## src/rtl/um_s4.sv

```systemverilog
// um_s4: stage-4 user module. Packets whose third beat carries type 4'hf go to the DMA path, others to the network.
// Optional feature: define UM_LOCALBUS_STATS_EN to build the packet counters readable over the localbus.
module um_s4 (
  input  logic         clk,
  input  logic         rst_n,
  input  logic [63:0]  um_timestamp,
  input  logic [133:0] pktin_data,
  input  logic         pktin_data_wr,
  input  logic         pktin_data_valid,
  input  logic         pktin_data_valid_wr,
  output logic         pktin_ready,
  output logic [133:0] pktout_data,
  output logic         pktout_data_wr,
  output logic         pktout_data_valid,
  output logic         pktout_data_valid_wr,
  input  logic         pktout_ready,
  output logic [133:0] um2dma_data,
  output logic         um2dma_data_wr,
  input  logic         dma2um_ready,
  input  logic [133:0] dma2um_data,
  input  logic         dma2um_data_wr,
  output logic         um2dma_ready,
  output logic         um2me_key_wr,
  output logic         um2me_key_valid,
  output logic [511:0] um2match_key,
  output logic         um2match_gme_alful,
  input  logic         um2me_ready,
  input  logic         me2um_id_wr,
  input  logic [15:0]  match2um_id,
  input  logic         ctrl_valid,
  input  logic         ctrl2um_cs_n,
  input  logic         ctrl_cmd,
  input  logic [31:0]  ctrl_addr,
  input  logic [31:0]  ctrl_datain,
  output logic [31:0]  ctrl_dataout,
  output logic         um2ctrl_ack_n,
  output logic [63:0]  um_timer
);

  localparam logic [3:0] CTRL_TYPE  = 4'hf;
  localparam int         PIPE_DEPTH = 3;
  localparam int         LAST       = PIPE_DEPTH - 1;

  typedef enum logic {PKT_IDLE, PKT_OPEN} pkt_state_t;

  pkt_state_t state, state_next;
  logic [1:0] beat_cnt, beat_cnt_next;
  logic       pkt_ctrl, pkt_ctrl_next;

  logic [133:0] st_data     [PIPE_DEPTH];
  logic         st_wr       [PIPE_DEPTH];
  logic         st_valid    [PIPE_DEPTH];
  logic         st_valid_wr [PIPE_DEPTH];
  logic         st_ctrl     [PIPE_DEPTH];
  logic         st_first    [PIPE_DEPTH];
  logic         st_err      [PIPE_DEPTH];

  logic [1:0] in_pos;
  logic       in_start;
  logic       in_end;
  logic       in_first;
  logic [1:0] beat_idx;
  logic       ctrl_hit;
  logic       in_ctrl;
  logic       in_abort;

  logic        lb_txn;
  logic        lb_read;
  logic        lb_write;
  logic [31:0] rd_value;

  logic unused_inputs;

  assign um2dma_ready       = 1'b0;
  assign um2me_key_wr       = 1'b0;
  assign um2me_key_valid    = 1'b0;
  assign um2match_key       = '0;
  assign um2match_gme_alful = 1'b0;

  assign unused_inputs = ^{um_timestamp, pktout_ready, dma2um_ready, dma2um_data, dma2um_data_wr,
                           um2me_ready, me2um_id_wr, match2um_id, ctrl_datain};

  // Classify the incoming beat. Beat 2 can only promote its packet when beat 0 sits in stage 1
  // (and therefore beat 1 in stage 0); otherwise beat 0 has already left and the packet stays DATA.
  always_comb begin
    in_pos   = pktin_data[133:132];
    in_start = (in_pos == 2'b01) || (in_pos == 2'b00);
    in_end   = (in_pos == 2'b10) || (in_pos == 2'b00);
    in_first = in_start || (state == PKT_IDLE);
    beat_idx = in_first ? 2'd0 : beat_cnt;
    ctrl_hit = pktin_data_wr && (beat_idx == 2'd2) && (pktin_data[11:8] == CTRL_TYPE)
               && st_wr[1] && st_first[1];
    in_ctrl  = pktin_data_wr && (ctrl_hit || (!in_first && pkt_ctrl));
    in_abort = pktin_data_wr && in_start && (state == PKT_OPEN);
  end

  always_comb begin
    state_next    = state;
    beat_cnt_next = beat_cnt;
    pkt_ctrl_next = pkt_ctrl;
    case (state)
      PKT_IDLE, PKT_OPEN: begin
        if (pktin_data_wr) begin
          state_next    = in_end ? PKT_IDLE : PKT_OPEN;
          beat_cnt_next = (beat_idx == 2'd3) ? 2'd3 : beat_idx + 2'd1;
          pkt_ctrl_next = in_ctrl;
        end
      end
      default: state_next = PKT_IDLE;
    endcase
  end

  always_ff @(posedge clk or negedge rst_n) begin
    if (!rst_n) begin
      state    <= PKT_IDLE;
      beat_cnt <= 2'd0;
      pkt_ctrl <= 1'b0;
    end else begin
      state    <= state_next;
      beat_cnt <= beat_cnt_next;
      pkt_ctrl <= pkt_ctrl_next;
    end
  end

  // Fixed-depth shift pipeline; a CTRL hit also promotes the two older beats of the same packet.
  always_ff @(posedge clk or negedge rst_n) begin
    if (!rst_n) begin
      for (int i = 0; i < PIPE_DEPTH; i++) begin
        st_data[i]     <= '0;
        st_wr[i]       <= 1'b0;
        st_valid[i]    <= 1'b0;
        st_valid_wr[i] <= 1'b0;
        st_ctrl[i]     <= 1'b0;
        st_first[i]    <= 1'b0;
        st_err[i]      <= 1'b0;
      end
    end else begin
      st_data[0]     <= pktin_data;
      st_wr[0]       <= pktin_data_wr;
      st_valid[0]    <= pktin_data_valid;
      st_valid_wr[0] <= pktin_data_valid_wr;
      st_ctrl[0]     <= in_ctrl;
      st_first[0]    <= pktin_data_wr && in_first;
      st_err[0]      <= in_abort;
      for (int i = 1; i < PIPE_DEPTH; i++) begin
        st_data[i]     <= st_data[i-1];
        st_wr[i]       <= st_wr[i-1];
        st_valid[i]    <= st_valid[i-1];
        st_valid_wr[i] <= st_valid_wr[i-1];
        st_ctrl[i]     <= (st_ctrl[i-1] || ctrl_hit) && st_wr[i-1];
        st_first[i]    <= st_first[i-1];
        st_err[i]      <= st_err[i-1];
      end
    end
  end

  always_ff @(posedge clk or negedge rst_n) begin
    if (!rst_n) begin
      pktout_data          <= '0;
      pktout_data_wr       <= 1'b0;
      pktout_data_valid    <= 1'b0;
      pktout_data_valid_wr <= 1'b0;
      um2dma_data          <= '0;
      um2dma_data_wr       <= 1'b0;
    end else begin
      pktout_data_wr       <= 1'b0;
      pktout_data_valid_wr <= 1'b0;
      um2dma_data_wr       <= 1'b0;
      if (st_ctrl[LAST]) begin
        if (st_wr[LAST]) begin
          um2dma_data    <= st_data[LAST];
          um2dma_data_wr <= 1'b1;
        end
      end else begin
        if (st_wr[LAST]) begin
          pktout_data    <= st_data[LAST];
          pktout_data_wr <= 1'b1;
        end
        if (st_valid_wr[LAST]) begin
          pktout_data_valid    <= st_valid[LAST];
          pktout_data_valid_wr <= 1'b1;
        end
      end
    end
  end

  always_ff @(posedge clk or negedge rst_n) begin
    if (!rst_n) begin
      pktin_ready <= 1'b0;
      um_timer    <= '0;
    end else begin
      pktin_ready <= 1'b1;
      um_timer    <= um_timer + 64'd1;
    end
  end

  assign lb_txn   = ctrl_valid && !ctrl2um_cs_n;
  assign lb_read  = lb_txn && ctrl_cmd;
  assign lb_write = lb_txn && !ctrl_cmd;

`ifdef UM_LOCALBUS_STATS_EN
  logic [31:0] data_pkt_cnt;
  logic [31:0] ctrl_pkt_cnt;
  logic [31:0] err_cnt;
  logic        tail_out;

  assign tail_out = st_wr[LAST] && ((st_data[LAST][133:132] == 2'b10) || (st_data[LAST][133:132] == 2'b00));

  // A clearing write takes priority over any increment in the same cycle.
  always_ff @(posedge clk or negedge rst_n) begin
    if (!rst_n) begin
      data_pkt_cnt <= '0;
      ctrl_pkt_cnt <= '0;
      err_cnt      <= '0;
    end else if (lb_write) begin
      data_pkt_cnt <= '0;
      ctrl_pkt_cnt <= '0;
      err_cnt      <= '0;
    end else begin
      if (tail_out && !st_ctrl[LAST]) data_pkt_cnt <= data_pkt_cnt + 32'd1;
      if (tail_out && st_ctrl[LAST])  ctrl_pkt_cnt <= ctrl_pkt_cnt + 32'd1;
      if (st_wr[LAST] && st_err[LAST]) err_cnt <= err_cnt + 32'd1;
    end
  end

  always_comb begin
    rd_value = '0;
    case (ctrl_addr)
      32'd0:   rd_value = data_pkt_cnt;
      32'd1:   rd_value = ctrl_pkt_cnt;
      32'd2:   rd_value = err_cnt;
      32'd3:   rd_value = um_timer[31:0];
      default: rd_value = '0;
    endcase
  end
`else
  logic unused_stats;

  assign rd_value     = '0;
  assign unused_stats = ^{ctrl_addr, lb_write, st_err[LAST]};
`endif

  always_ff @(posedge clk or negedge rst_n) begin
    if (!rst_n) begin
      um2ctrl_ack_n <= 1'b1;
      ctrl_dataout  <= '0;
    end else begin
      um2ctrl_ack_n <= !lb_txn;
      if (lb_read) ctrl_dataout <= rd_value;
    end
  end

endmodule

```

## config.mk

```make
export PLATFORM = sky130hd
export DESIGN_NAME = um_s4
export DESIGN_NICKNAME = d
export VERILOG_FILES = /design/src/rtl/um_s4.sv
export SDC_FILE = /design/constraint.sdc
export NUM_CORES = 1
export LEC_CHECK = 0
export ABC_AREA = 1
export CAP_MARGIN = 20
export CORE_AREA = 2 2 513 515
export DETAILED_ROUTE_END_ITERATION = 10
export DIE_AREA = 0 0 515 517
export PLACE_DENSITY = 0.38
export SLEW_MARGIN = 20
export SYNTH_ARGS = -nofsm -noshare
export SYNTH_HDL_FRONTEND = slang
export SYNTH_SLANG_ARGS = --single-unit
export TNS_END_PERCENT = 10
```

## constraint.sdc

```tcl
create_clock -name clk -period 1.35 [get_ports clk]
set_input_delay 0.27 -clock clk [delete_from_list [all_inputs] [get_ports clk]]
set_output_delay 0.27 -clock clk [all_outputs]
set_load 0.05 [all_outputs]
```

-- Word-level counts from Yosys, hierarchy flattened
Index checks and enable logic that the tools add are counted.
- reductions and logical operators: 23
- eq/ne operators: 5
- multiplexer cells: 8
- bitwise logic cells: 2
- $add $sub $neg: 2
- operators with widths (kind ; number):
    $add 64x1->64 const B ; 1
    $logic_and 1x1->1 ; 10
    $eq 2x2->1 const B ; 3
    $logic_or 1x1->1 ; 6
    $mux 1 ; 6
    $reduce_and 2->1 ; 3
    $eq 4x4->1 const B ; 1
    $mux 2 ; 2
    $logic_not 1->1 ; 3
    $add 2x1->2 const B ; 1
    $eq 2x1->1 const B ; 1
    $logic_not 2->1 ; 1
    $not 1->1 ; 2
- register bits after elaboration: 758
- output and inout bits: 886
- input bits: 425
- logic and storage cells: 69

-- Logic depth before layout (Yosys ltp)
Gate-level depths: netlist of run 1.
- depth after elaboration: 11
- mapped depth: 10
- depth with buffers taken out: 10

-- Worst setup path before layout of run 1
No wires, ideal clock.
- path kind: flip-flop to flip-flop
- from: register um_timer[0]
- to: register um_timer[32]
- period minus slack after synthesis: 1.874 ns
- arrival: 1.732 ns
- library setup time: 0.142 ns
- setup slack: -0.524 ns
- cell stages (with the launch flop): 8
- buffers on the path: 0
- required time: 1.208 ns
- cell sequence: dfrtp_1 > ha_1 > inv_2 > nor2_2 > nand2_4 > nor2_4 > nand2_2 > xnor2_1
- cells in the longest elaborated chain, start to end: 1
- RTL lines (item ; line ; source):
    start: declaration ; 37 ; output logic [63:0] um_timer
    start signal: assignment ; 193 ; um_timer <= um_timer + 64'd1;
    $add 64x1->64 ; 193 ;
No other way between the ends.
A chain may end at the register's enable or synchronous reset.

-- Worst setup path after layout of run 1
- from: register um_timer[21]
- to: output port um_timer[21]
No word-level cell between the ends.

==> impl_results.md, run 1 <==
* Status: complete, but fails checks
* Violated checks: negative setup slack
* HP Class: in2reg
* Multiplexer share of the synthesized area at 0
* Mapped Cells at 2,539
* Clock slew at reported path FFs at 0.06 ns
* Share of layout cells above drive strength 1 at 0.277
* Buffers plus inverters on the worst setup path at 2
* Worst-Skew Late Latency at 0.72 ns
* Adder-cell area share of the yosys netlist at 0.000439
* Power density cells at 1250 mW/mm²
* Synth Warn # at 0
* Area growth syn-to-layout at 63.5%
* CTS Buf Count at 91
* CTS tree: done
* Critical path startpoint category: register
* Fmax at 574 MHz
* Post-Syn Area at 0.0285 mm²
* Slew Viols, Final at 0
* Cell family with most CP delay: flip-flops
* Root Buffer: clkbuf_16
* Starting Density at 0.109
* Grt ovf at 0
* WP data arrival at 1.47 ns
* Syn Area/Cell at 11.2 µm²
* Post-route clock skew at 0.0455 ns
* Post-DP HPWL at 66,500 µm
* Max VDD drop at 0.887 mV
* Drt wl/cell at 12.6 µm
* Largest net degree at the start of global routing at 85
* Post-layout minimum cycle time at 1.74 ns
* CP Capture Type: primary output
* Sequential share of the synthesized area at 0.666
* Synth cell types at 30
* Slowest-stage cell, CP: dfrtp_2
* Commonest cells in the synthesized netlist: dfrtp_1, buf_4, nand2_1, o21ai_0, inv_1
* Final core utilization at 0.178
* Total GRT Usage at 0.0639
* Final Non-Filler Cells at 6,972
* Vias at 18,369
* Global placement routability congestion at 0.795
* Fin nets at 3,902
* Total power at 58.5 mW
* DRC viols at 0
* Setup tns final at -82.93 ns
* Iter 0 DRT Violations at 927
* Critical Path, Cell by Cell: buf_6, buf_12
* Die height at 517 µm
* Worst setup margin at -0.391 ns
* R2R depth at 8
* Worst-path fanout max at 4
* Drt pass-1 iters at 4
* IO Pins at 1,311
* Antenna Nets Post-Route at 0
* Complex-gate fraction of the synthesized area at 0.0517
* Leakage at 20.8 nW
* Crit path largest cell delay at 0.47 ns
* Initial antenna violation count at 6
* Endpoints failing setup at 395
* Number of H-tree levels at 3
* Pre-CTS worst setup slack at -0.453 ns
* Number of global-route vias before repair at 18,190
* Ys async rst share at 1.00
* Die area at 0.266 mm²
* Post-Place Cells at 6,584
* Die X at 515 µm
* Top-count cell post-synth: dfrtp_1
* Max-Cap Viols at 0
* Final period utilization at 1.29
* Crit Path Class: reg2out
* Post-Route WL at 88,100 µm
* Hold Fails Final Rpt at 0
* First-pass GRT wire length at 125,000 µm
* Core Area at 0.261 mm²
* Xor-xnor portion of the synthesized cell area at 0.00953
* Worst hold stages at 1
* Main area contributors after synthesis: dfrtp_1, buf_4, nand2_1, o21ai_0, inv_1
* Buffers added on ports at 478
* EDFF count, synth at 0
* Area share of the largest cell type after synthesis at 0.665
* Yosys top cell by area: dfrtp_1
* Num Clock Sinks at 758
* Reg-to-reg setup timing slack at -0.27 ns
* # rows at 188
* Stages on the worst setup path at 2
* Main combinational cell family by area after synthesis: buffers and inverters
* Top_reg_cell synth: dfrtp_1
* DR vias/cell at 2.63
* Max Buffers Root-to-Sink at 3
* Unrepaired setup endpoints after global routing: yes
* Synthesized flop and latch total at 758
* Required @ worst endpoint at 1.08 ns
* Simple-Gate Fraction of Synth Area at 0.0951
-- final cells by class --
cell class              count  area (µm²)
clock inverters            38         567
fillers                 28733      214000
flip-flops and latches    758       19000
well taps                3420        4280
multi-input cells        1537        7050
clock buffers             128        2590
diodes                      3        7.51
inverters                 185         698
repair buffers            903       12400
-- per-layer routing --
| layer | vias to the layer above | wire length, µm | GRT usage |
|---|---|---|---|
| met5 | - | 0 | 0 |
| met4 | 0 | 2310 | 0.0234 |
| met3 | 139 | 5770 | 0.0170 |
| met2 | 646 | 44000 | 0.109 |
| met1 | 8940 | 36000 | 0.0767 |
| li1 | 8644 | - | - |
-- through the flow --
step           instance area [µm²]  hold slack (ns)
2_1_floorplan                30600          -0.0256
3_3_place_gp                 40700            0.110
3_5_place_dp                 40700            0.113
4_1_cts                      45900           0.0253
5_1_grt                      46600           0.0326
6_report                     46600            0.115
-- cell families after synthesis --
| group | after synthesis |
|---|---|
| buffers and inverters | 791 |
| DFF | 758 |
| and+or+nand+nor | 663 |
| AOI/OAI and AO/OA | 293 |
| xor gates and xnor gates | 31 |
| other | 2 |
| adders and majority gates | 1 |
-- worst register-to-register path, cell delays in order, from the launching register on --
cell and delay, ns:
dfrtp_2 0.44, buf_6 0.15, nand2_1 0.13, nor2_4 0.15, nand2_2 0.08, nor2_2 0.14, nand2_1 0.15, o21ai_0 0.19
nand2_1 0.07
-- final timing paths --
check	start	end
setup / recovery	um_timer[21]	um_timer[21]
hold / removal	pktin_data[133]	st_data[401]
setup reg to reg	um_timer[22]	um_timer[57]
hold reg to reg	st_valid_wr[1]	st_valid_wr[0]
max in group asynchronous	rst_n	st_data[61]
min in group asynchronous	rst_n	st_data[400]
-- flip-flops by register name (all words and copies together), names as in the netlist --
name,flops
beat_cnt,2
pkt_ctrl,1
pktin_ready,1
pktout_data,134
pktout_data_valid,1
pktout_data_valid_wr,1
pktout_data_wr,1
st_ctrl,3
st_data,402
st_first,2
st_valid,3
st_valid_wr,3
st_wr,3
state,1
um2ctrl_ack_n,1
um2dma_data,134
um2dma_data_wr,1
um_timer,64
-- cells in the final DEF, fill, tap and decap left out, drive strengths merged, types with 2 or more instances in the layout --
cell           instances
dfrtp                757
buf                  629
conb                 549
nand2                494
o21ai                288
inv                  188
clkdlybuf4s50        139
nor2                 138
dlygate4sd3          135
clkbuf               128
xnor2                 20
clkinv                18
nand4                 13
xor2                  11
nand3                 11
bufinv                 9
clkinvlp               8
nand3b                 5
diode                  3
a21boi                 2
-- repair_timing --
| action | CTS | global route |
|---|---|---|
| pin swaps | 16 | 35 |
| hold buffers | 135 | 0 |
| endpoints found under the hold margin | 890 | 0 |
| setup buffers | 45 | 44 |
| resized for setup | 135 | 114 |
| setup endpoints to repair | 392 | 428 |
-- where the power goes --
group          switching (mW)  leakage, nW  internal (mW)
logic                    6.06         9.96           2.38
registers               0.624         9.28           23.7
clock network            10.4         1.52           15.2
No activity file was read; power rests on OpenSTA's default activity.
==> run 2, diff against run 1 <==
Settings changed: ABC_AREA 1 to default, PLACE_DENSITY 0.38 to 0.37.
==> impl_results.md, run 2 <==
* Max VDD drop at 0.813 mV (was 0.887 mV)
* First-pass GRT wire length at 118,000 µm (was 125,000 µm)
* Starting Density at 0.106 (was 0.109)
* Commonest cells in the synthesized netlist: dfrtp_1, buf_4, mux2_2, xor2_1, xnor2_1 (was dfrtp_1, buf_4, nand2_1, o21ai_0, inv_1)
* Number of H-tree levels at 3 (unchanged)
* Slew Viols, Final at 0 (unchanged)
* Root Buffer: clkbuf_16 (unchanged)
* Final period utilization at 1.32 (was 1.29)
* Crit Path Class: reg2out (unchanged)
* CTS tree: done (unchanged)
* Max Buffers Root-to-Sink at 3 (unchanged)
* DRC viols at 0 (unchanged)
* Post-route clock skew at 0.0219 ns (was 0.0455 ns)
* Ys async rst share at 1.00 (unchanged)
* DR vias/cell at 2.49 (was 2.63)
* WP data arrival at 1.51 ns (was 1.47 ns)
* Worst hold stages at 1 (unchanged)
* # rows at 188 (unchanged)
* Critical path startpoint category: register (unchanged)
* Cell Area, Placed at 0.0400 mm² (was 0.0407 mm²)
* Worst-path fanout max at 2 (was 4)
* Top_reg_cell synth: dfrtp_1 (unchanged)
* Post-DP HPWL at 63,300 µm (was 66,500 µm)
* Drt wl/cell at 13.4 µm (was 12.6 µm)
* Worst Hold Margin at 0.131 ns (was 0.115 ns)
* Seq. cell area at 0.0191 mm² (was 0.0190 mm²)
* Unrepaired setup endpoints after global routing: yes (unchanged)
* Sequential share of the synthesized area at 0.682 (was 0.666)
* Biggest regs: st_data x402, pktout_data x134, um2dma_data x134 (unchanged)
* Status: complete, but fails checks (unchanged)
* Violated checks: negative setup slack (unchanged)
* Endpoints failing setup at 642 (was 395)
* Share of layout cells above drive strength 1 at 0.412 (was 0.277)
* Post-Syn Area at 0.0278 mm² (was 0.0285 mm²)
* Num Clock Sinks at 758 (unchanged)
* HP Class: in2reg (unchanged)
* Leading cell types in the layout, fill and taps excluded: dfrtp_1, conb_1, buf_12 (was dfrtp_1, conb_1, nand2_1)
* Vias at 15,649 (was 18,369)
* Power density cells at 1290 mW/mm² (was 1250 mW/mm²)
* Leakage at 20.6 nW (was 20.8 nW)
* Drt pass-1 iters at 4 (unchanged)
* Setup tns final at -111.04 ns (was -82.93 ns)
* Fin nets at 3,204 (was 3,902)
* Largest register FFs at 402 (unchanged)
* Antenna Nets Post-Route at 0 (unchanged)
* Fmax at 563 MHz (was 574 MHz)
* EDFF count, synth at 0 (unchanged)
* Largest net degree at the start of global routing at 75 (was 85)
* Largest Register: st_data (unchanged)
* Die X at 515 µm (unchanged)
* Synth cell types at 45 (was 30)
* Max-Cap Viols at 0 (unchanged)
* Yosys top cell by area: dfrtp_1 (unchanged)
* Mapped Cells at 1,835 (was 2,539)
* Required @ worst endpoint at 1.08 ns (about the same)
* R2R depth at 8 (unchanged)
* Met3 wire length at 8210 µm (was 5770 µm)
* Total GRT Usage at 0.0611 (was 0.0639)
* Buffers added on ports at 478 (unchanged)
* Global placement routability congestion at 0.725 (was 0.795)
* Multi-input logic area at 0.00722 mm² (was 0.00705 mm²)
* Worst setup margin at -0.428 ns (was -0.391 ns)
* Main area contributors after synthesis: dfrtp_1, buf_4, mux2_2, xor2_1, xnor2_1 (was dfrtp_1, buf_4, nand2_1, o21ai_0, inv_1)
* Iter 0 DRT Violations at 573 (was 927)
* Area growth syn-to-layout at 66.0% (was 63.5%)
* Post-layout minimum cycle time at 1.78 ns (was 1.74 ns)
* Clock slew at reported path FFs at 0.06 ns (about the same)
* CTS Buf Count at 93 (was 91)
* Top Metal Used: met5 (was met4)
* Initial antenna violation count at 21 (was 6)
* Fillcell total at 28,465 (was 28,733)
* Die area at 0.266 mm² (unchanged)
* Top-count cell post-synth: dfrtp_1 (unchanged)
* CP Capture Type: primary output (unchanged)
* Hold Fails Final Rpt at 0 (unchanged)
* Leading cell type in the layout, fill and taps excluded: dfrtp_1 (unchanged)
* Die height at 517 µm (unchanged)
* Synth Warn # at 0 (unchanged)
* Core Area at 0.261 mm² (unchanged)
* Grt ovf at 0 (unchanged)
* Met2 wire length at 37,900 µm (was 44,000 µm)
* Worst-Skew Late Latency at 0.69 ns (was 0.72 ns)
* DRT met1 WL at 35,600 µm (was 36,000 µm)
* Synthesized flop and latch total at 758 (unchanged)
* Post-Route WL at 84,300 µm (was 88,100 µm)
* Post-route design area at 0.0461 mm² (was 0.0466 mm²)
* Number of global-route vias before repair at 15,914 (was 18,190)
* Area share of the largest cell type after synthesis at 0.681 (was 0.665)
* Syn Area/Cell at 15.1 µm² (was 11.2 µm²)
* IO Pins at 1,311 (unchanged)
[run 2: final cells by class]
| class | instances | area share |
|---|---|---|
| flip-flops and latches | 758 | 0.413 |
| repair buffers | 879 | 0.266 |
| multi-input cells | 1033 | 0.156 |
| well taps | 3420 | 0.0927 |
| clock buffers | 137 | 0.0592 |
| clock inverters | 35 | 0.0110 |
| inverters | 13 | 0.00106 |
| diodes | 8 | 0.000434 |
[run 2: metrics by stage]
stage,worst slack [ns],power (mW),instances,util
6_report,-0.428,59.5,6283,0.177
3_3_place_gp,-0.495,33.5,5883,0.153
5_1_grt,-0.534,62.1,6276,0.177
4_1_cts,-0.546,60.9,6255,0.175
2_1_floorplan,-0.461,31.1,2382,-
3_5_place_dp,-0.432,33.6,5883,0.153
[run 2: power breakdown]
part           total (mW)  switching, mW  internal (mW)  leakage (nW)
logic                8.94           6.13           2.81          9.87
clock network        26.0           10.1           15.8          1.58
registers            24.6          0.767           23.8          9.18
total                59.5           17.0           42.4          20.6
[run 2: path summary, 6_finish.rpt]
check	slack [ns]	to	start
setup / recovery	-0.43	um_timer[35]	um_timer[35]
hold / removal	0.13	st_data[367]	pktin_data[99]
setup reg to reg	-0.42	um_timer[36]	um_timer[35]
hold reg to reg	0.33	st_data[172]	st_data[306]
max in group asynchronous	0.51	st_data[215]	rst_n
min in group asynchronous	0.30	st_data[266]	rst_n
[run 2: cell families (layout without fill, tap and decap cells)]
logic type	count (synthesis)	count (layout)	share of synthesized area
flops	758	758	0.682
buf+inv	591	1064	0.154
mux	270	270	0.109
simple gates	145	145	0.0321
xor+xnor	62	62	0.0195
compound gates	6	6	0.00153
other cells	2	557	0.000270
fa+ha+maj	1	1	0.000450
[run 2: metal layers]
layer	up-vias	track usage
met4	22	0.0235
met1	7918	0.0773
met5	-	0
met3	130	0.0240
met2	749	0.0930
li1	6830	-
[run 2: critical path, stage by stage (launching register included)]
cell and delay [ns]:
dfrtp_2 0.41, buf_4 0.14, buf_6 0.12, buf_12 0.14
[run 2: repair_timing]
| action | in CTS | in global routing |
|---|---|---|
| endpoints found under the hold margin | 891 | 0 |
| gates resized for setup | 171 | 46 |
| setup endpoints to repair | 657 | 658 |
| pin swaps | 24 | 22 |
| buffers inserted | 64 | 21 |
| hold buffers | 137 | 0 |
==> run 3, diff against run 2 <==
Settings changed: GPL_ROUTABILITY_DRIVEN from default to 0.
==> results of run 3 <==
No change in the layout: final DEF, timing and power equal those of run 2.
